`config.mk`:
```
export PLATFORM = sky130hd
export DESIGN_NAME = cpu_press_ctrl_flat
export DESIGN_NICKNAME = d
export VERILOG_FILES = /design/src/rtl/cpu_press_ctrl_if.sv /design/src/rtl/cpu_press_ctrl.sv /design/src/flat_wrapper.sv
export SDC_FILE = /design/constraint.sdc
export NUM_CORES = 1
export LEC_CHECK = 0
export BUFFER_PORTS_ARGS = -buffer_cell sky130_fd_sc_hd__buf_2
export CAP_MARGIN = 20
export CORE_ASPECT_RATIO = 1.2
export CORE_MARGIN = 8
export CORE_UTILIZATION = 40
export DETAILED_ROUTE_END_ITERATION = 10
export GPL_ROUTABILITY_DRIVEN = 0
export HOLD_SLACK_MARGIN = 0.02
export PLACE_DENSITY = 0.7
export SLEW_MARGIN = 20
export SYNTH_ARGS = -nofsm -noshare
export SYNTH_HDL_FRONTEND = slang
export SYNTH_SLANG_ARGS = --single-unit
```
`constraint.sdc`:
```
create_clock -name clk -period 3.2 [get_ports clk]
set_input_delay 0.32 -clock clk [delete_from_list [all_inputs] [get_ports clk]]
set_output_delay 0.32 -clock clk [all_outputs]
set_load 0.03 [all_outputs]
```
`src/rtl/cpu_press_ctrl_if.sv`:
```
// Signal bundle between the tick/LFSR source, the computer-player controller
// and the playfield logic that consumes the right-hand press.
interface cpu_press_ctrl_if #(
    parameter int DIFF_W = 9,
    parameter int CNT_W  = 8
);
    logic              enable;
    logic              round_over;
    logic              tick;
    logic [9:0]        lfsr_q;
    logic [DIFF_W-1:0] difficulty;
    logic              cpu_press;
    logic [1:0]        state;
    logic [CNT_W-1:0]  press_count;

    // Game side: drives qualifiers, sample strobe and threshold; sees the press.
    modport master (
        output enable,
        output round_over,
        output tick,
        output lfsr_q,
        output difficulty,
        input  cpu_press,
        input  state,
        input  press_count
    );

    // Controller side.
    modport slave (
        input  enable,
        input  round_over,
        input  tick,
        input  lfsr_q,
        input  difficulty,
        output cpu_press,
        output state,
        output press_count
    );
endinterface

```
`src/rtl/cpu_press_ctrl.sv`:
```
// Computer-player controller for the tug-of-war game. On each game-rate tick
// the LFSR sample is compared against the difficulty threshold; a hit yields
// a one-cycle registered press followed by a tick-counted cooldown.
module cpu_press_ctrl #(
    parameter int DIFF_W         = 9,
    parameter int COOLDOWN_TICKS = 3,
    parameter int CNT_W          = 8
) (
    input  logic             clk,
    input  logic             reset,
    cpu_press_ctrl_if.slave  bus
);

    typedef enum logic [1:0] {
        IDLE     = 2'b00,
        ARMED    = 2'b01,
        PRESS    = 2'b10,
        COOLDOWN = 2'b11
    } state_t;

    localparam logic [7:0]       COOL_LOAD = 8'(COOLDOWN_TICKS);
    localparam logic [CNT_W-1:0] CNT_MAX   = {CNT_W{1'b1}};

    // A sample hits when strictly below the zero-extended threshold. The
    // all-ones value is the XNOR LFSR lock-up state and is never a hit, so a
    // stuck LFSR cannot make the computer press endlessly.
    function automatic logic is_hit(input logic [9:0]        sample,
                                    input logic [DIFF_W-1:0] thresh);
        logic [9:0] thresh_ext;
        thresh_ext = 10'(thresh);
        return (sample != 10'h3FF) && (sample < thresh_ext);
    endfunction

    state_t           state_r;
    state_t           state_nxt_s;
    logic [7:0]       cool_r;
    logic [7:0]       cool_nxt_s;
    logic [CNT_W-1:0] count_r;
    logic [CNT_W-1:0] count_nxt_s;
    logic             cpu_press_r;
    logic             hit_s;
    logic             press_fire_s;

    assign hit_s = is_hit(bus.lfsr_q, bus.difficulty);

    // Next-state and cooldown-counter logic; abort conditions override the FSM.
    always_comb begin
        state_nxt_s = state_r;
        cool_nxt_s  = cool_r;
        if (bus.round_over || !bus.enable) begin
            state_nxt_s = IDLE;
            cool_nxt_s  = 8'd0;
        end else begin
            case (state_r)
                IDLE: begin
                    state_nxt_s = ARMED;
                end
                ARMED: begin
                    if (bus.tick && hit_s) begin
                        state_nxt_s = PRESS;
                    end else begin
                        state_nxt_s = ARMED;
                    end
                end
                PRESS: begin
                    // A tick arriving here is deliberately ignored.
                    if (COOL_LOAD == 8'd0) begin
                        state_nxt_s = ARMED;
                        cool_nxt_s  = 8'd0;
                    end else begin
                        state_nxt_s = COOLDOWN;
                        cool_nxt_s  = COOL_LOAD;
                    end
                end
                COOLDOWN: begin
                    if (bus.tick) begin
                        // <= 1 rather than == 1 so a zero count can never trap us here.
                        if (cool_r <= 8'd1) begin
                            state_nxt_s = ARMED;
                            cool_nxt_s  = 8'd0;
                        end else begin
                            cool_nxt_s  = cool_r - 8'd1;
                        end
                    end else begin
                        cool_nxt_s = cool_r;
                    end
                end
                default: begin
                    state_nxt_s = IDLE;
                    cool_nxt_s  = 8'd0;
                end
            endcase
        end
    end

    // The press is issued on the edge that enters PRESS; the count moves with it.
    always_comb begin
        press_fire_s = (state_nxt_s == PRESS);
        if (press_fire_s && (count_r != CNT_MAX)) begin
            count_nxt_s = count_r + {{(CNT_W-1){1'b0}}, 1'b1};
        end else begin
            count_nxt_s = count_r;
        end
    end

    // State, cooldown counter, statistics and press pulse registers.
    always_ff @(posedge clk) begin
        if (reset) begin
            state_r     <= IDLE;
            cool_r      <= 8'd0;
            count_r     <= {CNT_W{1'b0}};
            cpu_press_r <= 1'b0;
        end else begin
            state_r     <= state_nxt_s;
            cool_r      <= cool_nxt_s;
            count_r     <= count_nxt_s;
            cpu_press_r <= press_fire_s;
        end
    end

    assign bus.cpu_press   = cpu_press_r;
    assign bus.state       = state_r;
    assign bus.press_count = count_r;

endmodule
```
`src/flat_wrapper.sv`:
```
// flat-port wrapper written by rule: the top's interface ports become plain ports
module cpu_press_ctrl_flat 
#(
    parameter int DIFF_W         = 9,
    parameter int COOLDOWN_TICKS = 3,
    parameter int CNT_W          = 8
)
  (clk, reset, bus_enable, bus_round_over, bus_tick, bus_lfsr_q, bus_difficulty, bus_cpu_press, bus_state, bus_press_count);
  cpu_press_ctrl_if #(.DIFF_W(DIFF_W), .CNT_W(CNT_W)) bus_i ();
  input  logic clk;
  input  logic reset;
  input wire logic [$bits(bus_i.enable)-1:0] bus_enable;
  input wire logic [$bits(bus_i.round_over)-1:0] bus_round_over;
  input wire logic [$bits(bus_i.tick)-1:0] bus_tick;
  input wire logic [$bits(bus_i.lfsr_q)-1:0] bus_lfsr_q;
  input wire logic [$bits(bus_i.difficulty)-1:0] bus_difficulty;
  output wire logic [$bits(bus_i.cpu_press)-1:0] bus_cpu_press;
  output wire logic [$bits(bus_i.state)-1:0] bus_state;
  output wire logic [$bits(bus_i.press_count)-1:0] bus_press_count;
  assign bus_i.enable = bus_enable;
  assign bus_i.round_over = bus_round_over;
  assign bus_i.tick = bus_tick;
  assign bus_i.lfsr_q = bus_lfsr_q;
  assign bus_i.difficulty = bus_difficulty;
  assign bus_cpu_press = bus_i.cpu_press;
  assign bus_state = bus_i.state;
  assign bus_press_count = bus_i.press_count;
  cpu_press_ctrl #(.DIFF_W(DIFF_W), .COOLDOWN_TICKS(COOLDOWN_TICKS), .CNT_W(CNT_W)) u_core (.clk(clk), .reset(reset), .bus(bus_i));
endmodule
```
### Word-level counts from Yosys, hierarchy flattened

Index checks and enable logic that the tools add are counted.

* register bits after elaboration: 19
* bits of input ports: 24
* output and inout port bits: 11
* logic and storage cells: 32

* add/subtract/negate cells: 2
* order comparisons: 2
* eq/ne operators: 7
* mux-type cells: 8
* reductions and logical operators: 9

Operator list (count)
* $mux 8: 2
* $pmux 8 s2: 1
* $lt 10x9->1: 1
* $ne 10x10->1 const B: 1
* $add 8x1->8 const B: 1
* $le 8x1->1 const B: 1
* $mux 2: 4
* $ne 8x8->1 const B: 1
* $pmux 2 s4: 1
* $sub 8x1->8 const B: 1
* $eq 2x2->1 const B: 3
* $logic_and 1x1->1: 3
* $eq 2x1->1 const B: 1
* $logic_not 2->1: 1
* $ne 2x2->1 const B: 1
* $reduce_and 2->1: 1
* $reduce_bool 2->1: 1
* $reduce_or 2->1: 1
* $logic_not 1->1: 1
* $logic_or 1x1->1: 1

### Logic depth before layout (Yosys ltp)

Gate-level depths: netlist of run 1.

* word-level depth: 8
* gate-level depth with buffers: 7
* mapped depth without buffers: 7

### Worst setup path before layout of run 1

OpenSTA, ideal clock, no wires.

* path kind: flip-flop to flip-flop
* start: register u_core.count_r[0], in the netlist u_core.bus.press_count[0]
* end: register u_core.count_r[3], in the netlist u_core.bus.press_count[3]
* arrival: 1.835 ns
* data required time: 3.077 ns
* slack: 1.242 ns
* stages on the path, launching flop included: 6
* path buffers: 0
* cells stage by stage: dfxtp_1 -> ha_1 -> and3_4 -> a211oi_4 -> nor4bb_2 -> mux2_1

* longest elaborated chain between the ends: 2

Ends and longest elaborated chain
* start, declared: line cpu_press_ctrl.sv:38 `logic [CNT_W-1:0] count_r;`
* start signal, assigned: line cpu_press_ctrl.sv:111 `count_r <= {CNT_W{1'b0}};`
* start signal, assigned: line cpu_press_ctrl.sv:116 `count_r <= count_nxt_s;`
* branches (longest 2 deep; another with $add 8x1->8)

Several ways; the timed one is not identified.
A chain may end at the register's enable or synchronous reset.

### Worst setup path after layout of run 1

* start: register u_core.count_r[0], in the netlist u_core.bus.press_count[0]
* end: register u_core.count_r[7], in the netlist u_core.bus.press_count[7]

The elaborated chain is that of the path after synthesis.

==> flow_metrics.tcl, run 1 <==
set metrics [dict create \
    hp-start "reset" \
    wl_mm 2.85 \
    placementRows 22 \
    diodes 0 \
    finalNetCount 212 \
    grt_pass1_wl_mm 5.01 \
    die_h_um 77.4 \
    synth_area_leaders "dfxtp_1 (30%), ha_1 (11%), nor2_1 (5.1%)" \
    clock_power_share_pct 29.6 \
    tightest_slew_ns 0.628 \
    antenna_found_initial 0 \
    drt_iter0_drc 39 \
    syn_area_per_cell_um2 9.03 \
    io_pins 35 \
    critPathKind "flip-flop to flip-flop" \
    synthFlopType "dfxtp_1" \
    r2r-start "u_core.bus.press_count[0]$_SDFFE_PP0P_" \
    cap_violations 0 \
    first_global_vias 1197 \
    peakVddDrop_uv 152 \
    fillers 305 \
    multi_input_area_um2 817 \
    cp-start-kind "flip-flop" \
    outcome "completed" \
    period_needed_ns 2.00 \
    final_layout_size_suffix_gt1_share_pct 32.4 \
    grt_max_degree 18 \
    finalSetupViolCount 0 \
    fin_tns_setup_ns 0 \
    synth-seq-cells 19 \
    vias 1145 \
    finClkSkew_ns 0.0140 \
    crit_path_max_fanout 7 \
    synth.top_cell.area_share_pct 30.3 \
    cts_sinks 19 \
    switchingPower_uw 107 \
    cts_tree "yes" \
    htree_levels 1 \
    wl_per_cell_um 13.4 \
    place_hpwl_mm 2.36 \
    core_area_um2 3030 \
    post-route-period-util_pct 62.6 \
    regArea_um2 380 \
    syn_nets 174 \
    ant_nets 0 \
    p_sw_share_pct 25.8 \
    holdPathEnd "u_core.bus.press_count[4]$_SDFFE_PP0P_" \
    post-cts-setup-buffer-count 0 \
    dieArea_um2 5190 \
    powerDensity_nw_per_um2 279 \
    synthCells 139 \
    yosysSeqAreaShare_pct 30.3 \
    grt_use_total_pct 11.6 \
    yosys_warnings 0 \
    initial_utilization_pct 41.4 \
    relSlewSlack_pct 57.9 \
    drt_pass1_iterations 4 \
    syn-cell-area_um2 1250 \
    cp_data_arrival_time_ns 2.19 \
    worstSkewPairLatency_ns 0.30 \
    fmax_mhz 499 \
    ctsHoldBuffers 0 \
    rsz0062_at_grt "false" \
    seq_power_share_pct 57.2 \
    synth-edff-count 0 \
    p_int_uw 308 \
    slew_violations 0 \
    final_hold_viol_count 0 \
    power.leakage_uw 0.000646 \
    layout_commonest_cell "buf_2" \
    holdPathStages 2 \
    cts_resized 0 \
    worstHoldPathType "input pin to flip-flop" \
    mostFrequentLayoutCells "buf_2 (34), dfxtp_1 (19), nor2_1 (17)" \
    worstRegToRegCells 6 \
    required_ns 3.39 \
    timing.rr.end "u_core.bus.press_count[7]$_SDFFE_PP0P_" \
    route.detailed.drc 0 \
    clockBufferDepth 2 \
    io_buffer_count 34 \
    async_reset_ff_share_pct 0 \
    postLayoutCoreUtil_pct 49.2 \
    clk_pin_slew_ns 0.12 \
    synth_area_leader_cell "dfxtp_1" \
    vias_per_cell 5.40 \
    area_growth_pct 18.6 \
    cts_buffers 3 \
    endpoint_kind "flip-flop" \
    rrSetupSlack_ns 1.20 \
    synth.distinct_cells 44 \
    combPwrFrac_pct 13.2 \
    overflow 0 \
    die_width_um 67.1 \
    cts_root_buf "clkbuf_4" \
]
[how the worst max path moves through the flow]
stage                                             end  depth (start not counted)  slack (ns)                              startpoint
2_1_floorplan  u_core.bus.press_count[3]$_SDFFE_PP0P_                          5        1.24  u_core.bus.press_count[0]$_SDFFE_PP0P_
3_3_place_gp   u_core.bus.press_count[7]$_SDFFE_PP0P_                          7        1.18                       bus_difficulty[8]
3_5_place_dp   u_core.bus.press_count[7]$_SDFFE_PP0P_                          7        1.05                       bus_difficulty[8]
4_1_cts        u_core.bus.press_count[3]$_SDFFE_PP0P_                          5        1.25  u_core.bus.press_count[0]$_SDFFE_PP0P_
5_1_grt        u_core.bus.press_count[7]$_SDFFE_PP0P_                          6        1.12  u_core.bus.press_count[0]$_SDFFE_PP0P_
6_report       u_core.bus.press_count[7]$_SDFFE_PP0P_                          6        1.20  u_core.bus.press_count[0]$_SDFFE_PP0P_
[cell usage after synthesis (2+ instances only)]
cell,count
a211oi_4,2
a21oi_1,5
dfxtp_1,19
ha_1,11
inv_1,12
mux2_2,4
nand2_1,4
nand2b_1,4
nand3_1,4
nand4_1,3
nand4b_1,2
nor2_1,17
nor2b_1,5
nor3_1,7
nor4bb_1,2
o21ai_0,2
o221a_2,2
o31ai_1,2
or2_2,2
or3_1,2
or4_1,2
xnor2_1,2
xor2_1,3
[registers in the layout (all words and copies together), names as in the netlist]
signal / cells
u_core.bus.cpu_press: 1
u_core.bus.press_count: 8
u_core.bus.state: 2
u_core.cool_r: 8
[routing by layer]
| layer | routed length, µm | part of all wire, % | GRT usage, % |
|---|---|---|---|
| met5 | 0 | 0 | 0 |
| met3 | 127 | 4.5 | 3.30 |
| met4 | 36 | 1.3 | 4.40 |
| met1 | 1200 | 42 | 12.7 |
| met2 | 1480 | 52 | 20.2 |
[stage by stage]
stage	cell area [µm²]	hold WS (ns)	instances	setup slack, ns	total power, µW
CTS	1490	0.369	212	1.25	423
global route	1490	0.381	212	1.12	442
detailed placement	1460	0.519	208	1.05	298
finish	1490	0.380	212	1.20	416
global placement	1460	0.490	208	1.18	296
floorplan	1250	0.491	139	1.24	276
[power by group through the flow]
stage	logic, µW	registers (µW)	clock network, µW
floorplan	31.8	244	0
global placement	53.2	243	0
detailed placement	55.1	243	0
CTS	55.4	238	130
global route	62.1	238	142
finish	55.0	238	123
[kinds of logic (layout without fill, tap and decap cells)]
group | count (synthesis) | after routing | synth area share, %
XOR/XNOR | 5 | 5 | 3.49
AND/OR/NAND/NOR | 66 | 66 | 32.7
adder cells (fa/ha/maj) | 11 | 11 | 11.0
AO/OA/AOI/OAI | 18 | 18 | 12.7
flip-flops | 19 | 19 | 30.3
multiplexers | 6 | 6 | 5.28
buffers and inverters | 14 | 51 | 4.59
[worst max-delay path: stages, from the launching register on]
cell,delay (ns)
dfxtp_1,0.36
ha_1,0.26
and3_4,0.20
a211oi_4,0.34
nand3_1,0.12
nor3_1,0.24
mux2_2,0.37
[cell type report]
cell class	instances	area share [%]
multi-input cells	106	54.9
flip-flops and latches	19	25.5
repair buffers	34	11.4
inverters	13	3.28
well taps	36	3.03
clock buffers	3	1.51
clock inverters	1	0.336
(Power assumes the default switching activity.)
==> run 2: changes to the inputs <==
Settings changed: PLACE_DENSITY 0.7 to 0.72.
Clock period 3.2 ns to 1.7 ns, I/O delays scaled along.
==> flow_metrics.tcl, run 2 (same netlist as run 1, synthesis figures left out) <==
set metrics [dict create \
    rsz0062_at_grt "true" \
    placedInstanceArea_um2 1570 \
    period_needed_ns 1.83 \
    overflow 0 \
    cts_buffers 3 \
    io_buffer_count 34 \
    violations "setup timing" \
    grt_use_total_pct 13.5 \
    cp-start-kind "flip-flop" \
    io_pins 35 \
    max_stage_delay_ns 0.54 \
    worstSkewPairLatency_ns 0.31 \
    initial_utilization_pct 41.4 \
    slew_violations 0 \
    cp_num_buf_inv 0 \
    wl_per_cell_um 15.2 \
    die_width_um 67.1 \
    drt_iter0_drc 36 \
    final_hold_viol_count 0 \
    peakVddDrop_uv 572 \
    mostFrequentLayoutCells "buf_2 (34), nor2_1 (17), buf_4 (16), dfxtp_1 (16), inv_1 (12)" \
    diodes 0 \
    finalNonFillerCells 228 \
    die_h_um 77.4 \
    finClkSkew_ns 0.00467 \
    powerDensity_nw_per_um2 475 \
    vias 1227 \
    antenna_found_initial 0 \
    cts_sinks 19 \
    cap_violations 0 \
    required_ns 1.95 \
    stdcell_area_um2 1700 \
    ant_nets 0 \
    finalSetupViolCount 8 \
    relSlewSlack_pct 61.7 \
    route.detailed.drc 0 \
    power.leakage_uw 0.000741 \
    post-place-cells 219 \
    first_global_vias 1308 \
    place_hpwl_mm 2.60 \
    grt_pass1_wl_mm 5.64 \
    tightest_slew_ns 0.573 \
    post-route-period-util_pct 108 \
    setup_slack_ns -0.130 \
    area_growth_pct 35.4 \
    layout_commonest_cell "buf_2" \
    cts_root_buf "clkbuf_4" \
    worstHoldPathType "input pin to flip-flop" \
    cp_data_arrival_time_ns 2.08 \
    cts_tree "yes" \
    clockBufferDepth 2 \
    wl_mm 3.46 \
    clk_pin_slew_ns 0.12 \
    outcome "complete, but fails checks" \
    path_cells "ha_4 > and3_4 > a211oi_4 > nand4_1 > or4_1 > a21oi_1" \
    finalNetCount 228 \
    critPathKind "flip-flop to flip-flop" \
    crit_path_max_fanout 3 \
    critPathTopFamily "simple AND/OR/NAND/NOR gates" \
    grt_max_degree 18 \
    endpoint_kind "flip-flop" \
    htree_levels 1 \
    fmax_mhz 547 \
    dieArea_um2 5190 \
    drt_pass1_iterations 4 \
    placementRows 22 \
    vias_per_cell 5.38 \
    core_area_um2 3030 \
    final_layout_size_suffix_gt1_share_pct 44.8 \
    crit_path_top_delay_cell "or4_1" \
]
==> run 2: per-stage QoR <==
stage                     total power, µW  setup TNS (ns)  utilization, %  setup WS [ns]  hold WS (ns)
after global placement                556           -1.32            51.7         -0.168         0.517
after CTS                             807          -0.604            54.0         -0.113         0.196
after global routing                  842           -1.31            56.1         -0.193         0.220
final                                 807          -0.744            56.1         -0.130         0.204
after floorplan                       517          -0.130               -        -0.0312         0.343
after detailed placement              561           -2.00            51.7         -0.247         0.541
==> run 2: where the power goes <==
part           internal [µW]  leakage, µW  total, µW  switching (µW)
Combinational           50.6     0.000568        115            64.1
Sequential               443     0.000155        445            1.73
Clock                   88.1    0.0000177        247             159
==> run 2: path summary, 6_finish.rpt <==
path              depth (start not counted)                                endpoint                                   start  slack (ns)
setup reg to reg                          6  u_core.bus.press_count[4]$_SDFFE_PP0P_  u_core.bus.press_count[0]$_SDFFE_PP0P_       -0.13
hold / removal                            2  u_core.bus.press_count[2]$_SDFFE_PP0P_                                   reset        0.20
setup / recovery                          6  u_core.bus.press_count[4]$_SDFFE_PP0P_  u_core.bus.press_count[0]$_SDFFE_PP0P_       -0.13
hold reg to reg                           2           u_core.cool_r[7]$_SDFFE_PP0P_           u_core.cool_r[7]$_SDFFE_PP0P_        0.57
==> run 2: area by class of cell <==
cell class                 instances  area [µm²]
fill                             299        1330
timing repair buffer              50         290
clock inverter                     1        5.00
tap                               36        45.0
sequential                        19         389
multi-input combinational        106         898
inverter                          13        48.8
clock buffer                       3        22.5
==> run 2: metal layers <==
metal | wire length, µm | global-route usage [%]
met3 | 153 | 4.31
met5 | 0 | 0
met2 | 1850 | 23.5
met4 | 124 | 7.13
met1 | 1330 | 13.6
==> run 2: worst reg2reg max path: cells and delay by family (launching register included) <==
family          cells  cell delay, ns
compound gates      2            0.38
flops               1            0.37
fa+ha+maj           1            0.16
simple gates        3            0.87
==> run 2: timing repair <==
action                                  CTS  global route
pin swaps                                 4             6
endpoints found under the setup margin    8            16
hold buffers                              0             0
gates resized for setup                   8             7
buffers inserted                          1             4
==> run 3: changes to the inputs <==
Settings changed: RECOVER_POWER from default to 100.
==> flow_metrics.tcl, run 3 (same netlist as run 1, synthesis figures left out) <==
set metrics [dict create \
    p_sw_share_pct 28.1 \
    finalNetCount 228 \
    htree_levels 1 \
    hp-start "reset" \
    cap_violations 0 \
    critPathKind "flip-flop to flip-flop" \
    finClkSkew_ns 0.00493 \
    cts_buffers 3 \
    io_buffer_count 34 \
    required_ns 1.95 \
    area_growth_pct 34.0 \
    postLayoutCoreUtil_pct 55.5 \
    wl_mm 3.44 \
    clockBufferDepth 2 \
    tightest_slew_ns 0.573 \
    vias_per_cell 5.37 \
    power.leakage_uw 0.000695 \
    overflow 0 \
    relSlewSlack_pct 61.7 \
    p_int_uw 582 \
    violations "setup timing" \
    cts_tree "yes" \
    die_width_um 67.1 \
    clock_power_share_pct 30.8 \
    worstSkewPairLatency_ns 0.32 \
    setup_slack_ns -0.130 \
    period_needed_ns 1.83 \
    antenna_found_initial 0 \
    crit_path_top_delay_cell "or4_1" \
    rsz0062_at_grt "true" \
    endpoint_kind "flip-flop" \
    cp-start-kind "flip-flop" \
    fillers 306 \
    io_pins 35 \
    ant_nets 0 \
    mostFrequentLayoutCells "buf_2 (24), nor2_1 (17), buf_4 (16), dfxtp_1 (16), inv_1 (12)" \
    grt_max_degree 18 \
    whs_ns 0.201 \
    vias 1224 \
    worstHoldPathType "input pin to flip-flop" \
    max_stage_delay_ns 0.54 \
    wl_per_cell_um 15.1 \
    peakVddDrop_uv 573 \
    grt_pass1_wl_mm 5.64 \
    first_global_vias 1308 \
    timing.rr.end "u_core.bus.press_count[4]$_SDFFE_PP0P_" \
    fmax_mhz 546 \
    diodes 0 \
    layout_commonest_cell "buf_2" \
    slew_violations 0 \
    place_hpwl_mm 2.60 \
    path_cells "ha_4 > and3_4 > a211oi_4 > nand4_1 > or4_1 > a21oi_1" \
    r2r-start "u_core.bus.press_count[0]$_SDFFE_PP0P_" \
    grt_use_total_pct 13.5 \
    initial_utilization_pct 41.4 \
    cp_data_arrival_time_ns 2.08 \
    placementRows 22 \
    clk_pin_slew_ns 0.12 \
    cts_root_buf "clkbuf_4" \
    drt_iter0_drc 32 \
    finalSetupViolCount 8 \
    power_uw 808 \
    powerDensity_nw_per_um2 481 \
    combPwrFrac_pct 14.2 \
    crit_path_max_fanout 3 \
    cts_sinks 19 \
    place_ws_ns -0.247 \
    holdPathStages 2 \
    drt_pass1_iterations 4 \
    switchingPower_uw 227 \
    rrSetupSlack_ns -0.13 \
    core_area_um2 3030 \
    route.detailed.drc 0 \
    seq_power_share_pct 55.0 \
    final_hold_viol_count 0 \
    holdPathEnd "u_core.bus.press_count[2]$_SDFFE_PP0P_" \
    final_layout_size_suffix_gt1_share_pct 39.1 \
    outcome "complete, but fails checks" \
    dieArea_um2 5190 \
    worstRegToRegCells 6 \
    die_h_um 77.4 \
    post-route-period-util_pct 108 \
]
==> run 3: cell count changes in the layout (fill, tap and decap cells not counted), sizes merged <==
| cell | change |
|---|---|
| buf | -10 |
| clkbuf | +10 |
==> run 3: what timing repair did <==
action / CTS / global route
setup buffers: 1 / 4
gates resized for setup: 8 / 7
endpoints found under the setup margin: 8 / 16
cloned: 0 / 0
pin swaps: 4 / 6
hold buffers: 0 / 0
==> run 3: area by class of cell <==
class	count	area [µm²]	area share, %
flip-flops and latches	19	389	23.1
multi-input cells	106	893	53.1
clock inverters	1	5.00	0.298
inverters	13	48.8	2.90
well taps	36	45.0	2.68
clock buffers	3	22.5	1.34
repair buffers	50	278	16.5
==> run 3: worst max-delay path by stage <==
stage	startpoint	slack [ns]	end
5_1_grt	u_core.bus.press_count[0]$_SDFFE_PP0P_	-0.19	u_core.bus.press_count[5]$_SDFFE_PP0P_
3_5_place_dp	bus_difficulty[8]	-0.25	u_core.bus.press_count[3]$_SDFFE_PP0P_
3_3_place_gp	bus_difficulty[8]	-0.17	u_core.bus.press_count[3]$_SDFFE_PP0P_
2_1_floorplan	u_core.bus.press_count[0]$_SDFFE_PP0P_	-0.03	u_core.bus.press_count[4]$_SDFFE_PP0P_
6_report	u_core.bus.press_count[0]$_SDFFE_PP0P_	-0.13	u_core.bus.press_count[4]$_SDFFE_PP0P_
4_1_cts	u_core.bus.press_count[0]$_SDFFE_PP0P_	-0.11	u_core.bus.press_count[4]$_SDFFE_PP0P_
==> run 3: power groups by stage <==
stage               sequential [µW]  clock, µW  combinational, µW
global placement                455          0                101
global route                    445        269                128
floorplan                       457          0               59.9
CTS                             445        254                108
finish                          445        249                114
detailed placement              455          0                106
==> run 3: worst max-delay path: cells and delay by family (launching register included) <==
family | cells | cell delay, ns
and+or+nand+nor | 3 | 0.87
AOI/OAI and AO/OA | 2 | 0.38
DFF | 1 | 0.37
adders and majority gates | 1 | 0.15
==> run 3: per-layer routing <==
| metal | routed length, µm | GRT usage (%) |
|---|---|---|
| met1 | 1310 | 13.6 |
| met2 | 1850 | 23.5 |
| met3 | 149 | 4.31 |
| met4 | 126 | 7.13 |
| met5 | 0 | 0 |
==> run 3: per-stage QoR <==
step           setup TNS [ns]  area [µm²]  std cells
2_1_floorplan          -0.130        1280        139
3_3_place_gp            -1.32        1570        219
3_5_place_dp            -2.00        1570        219
4_1_cts                -0.604        1640        224
5_1_grt                 -1.53        1680        228
6_report               -0.748        1680        228
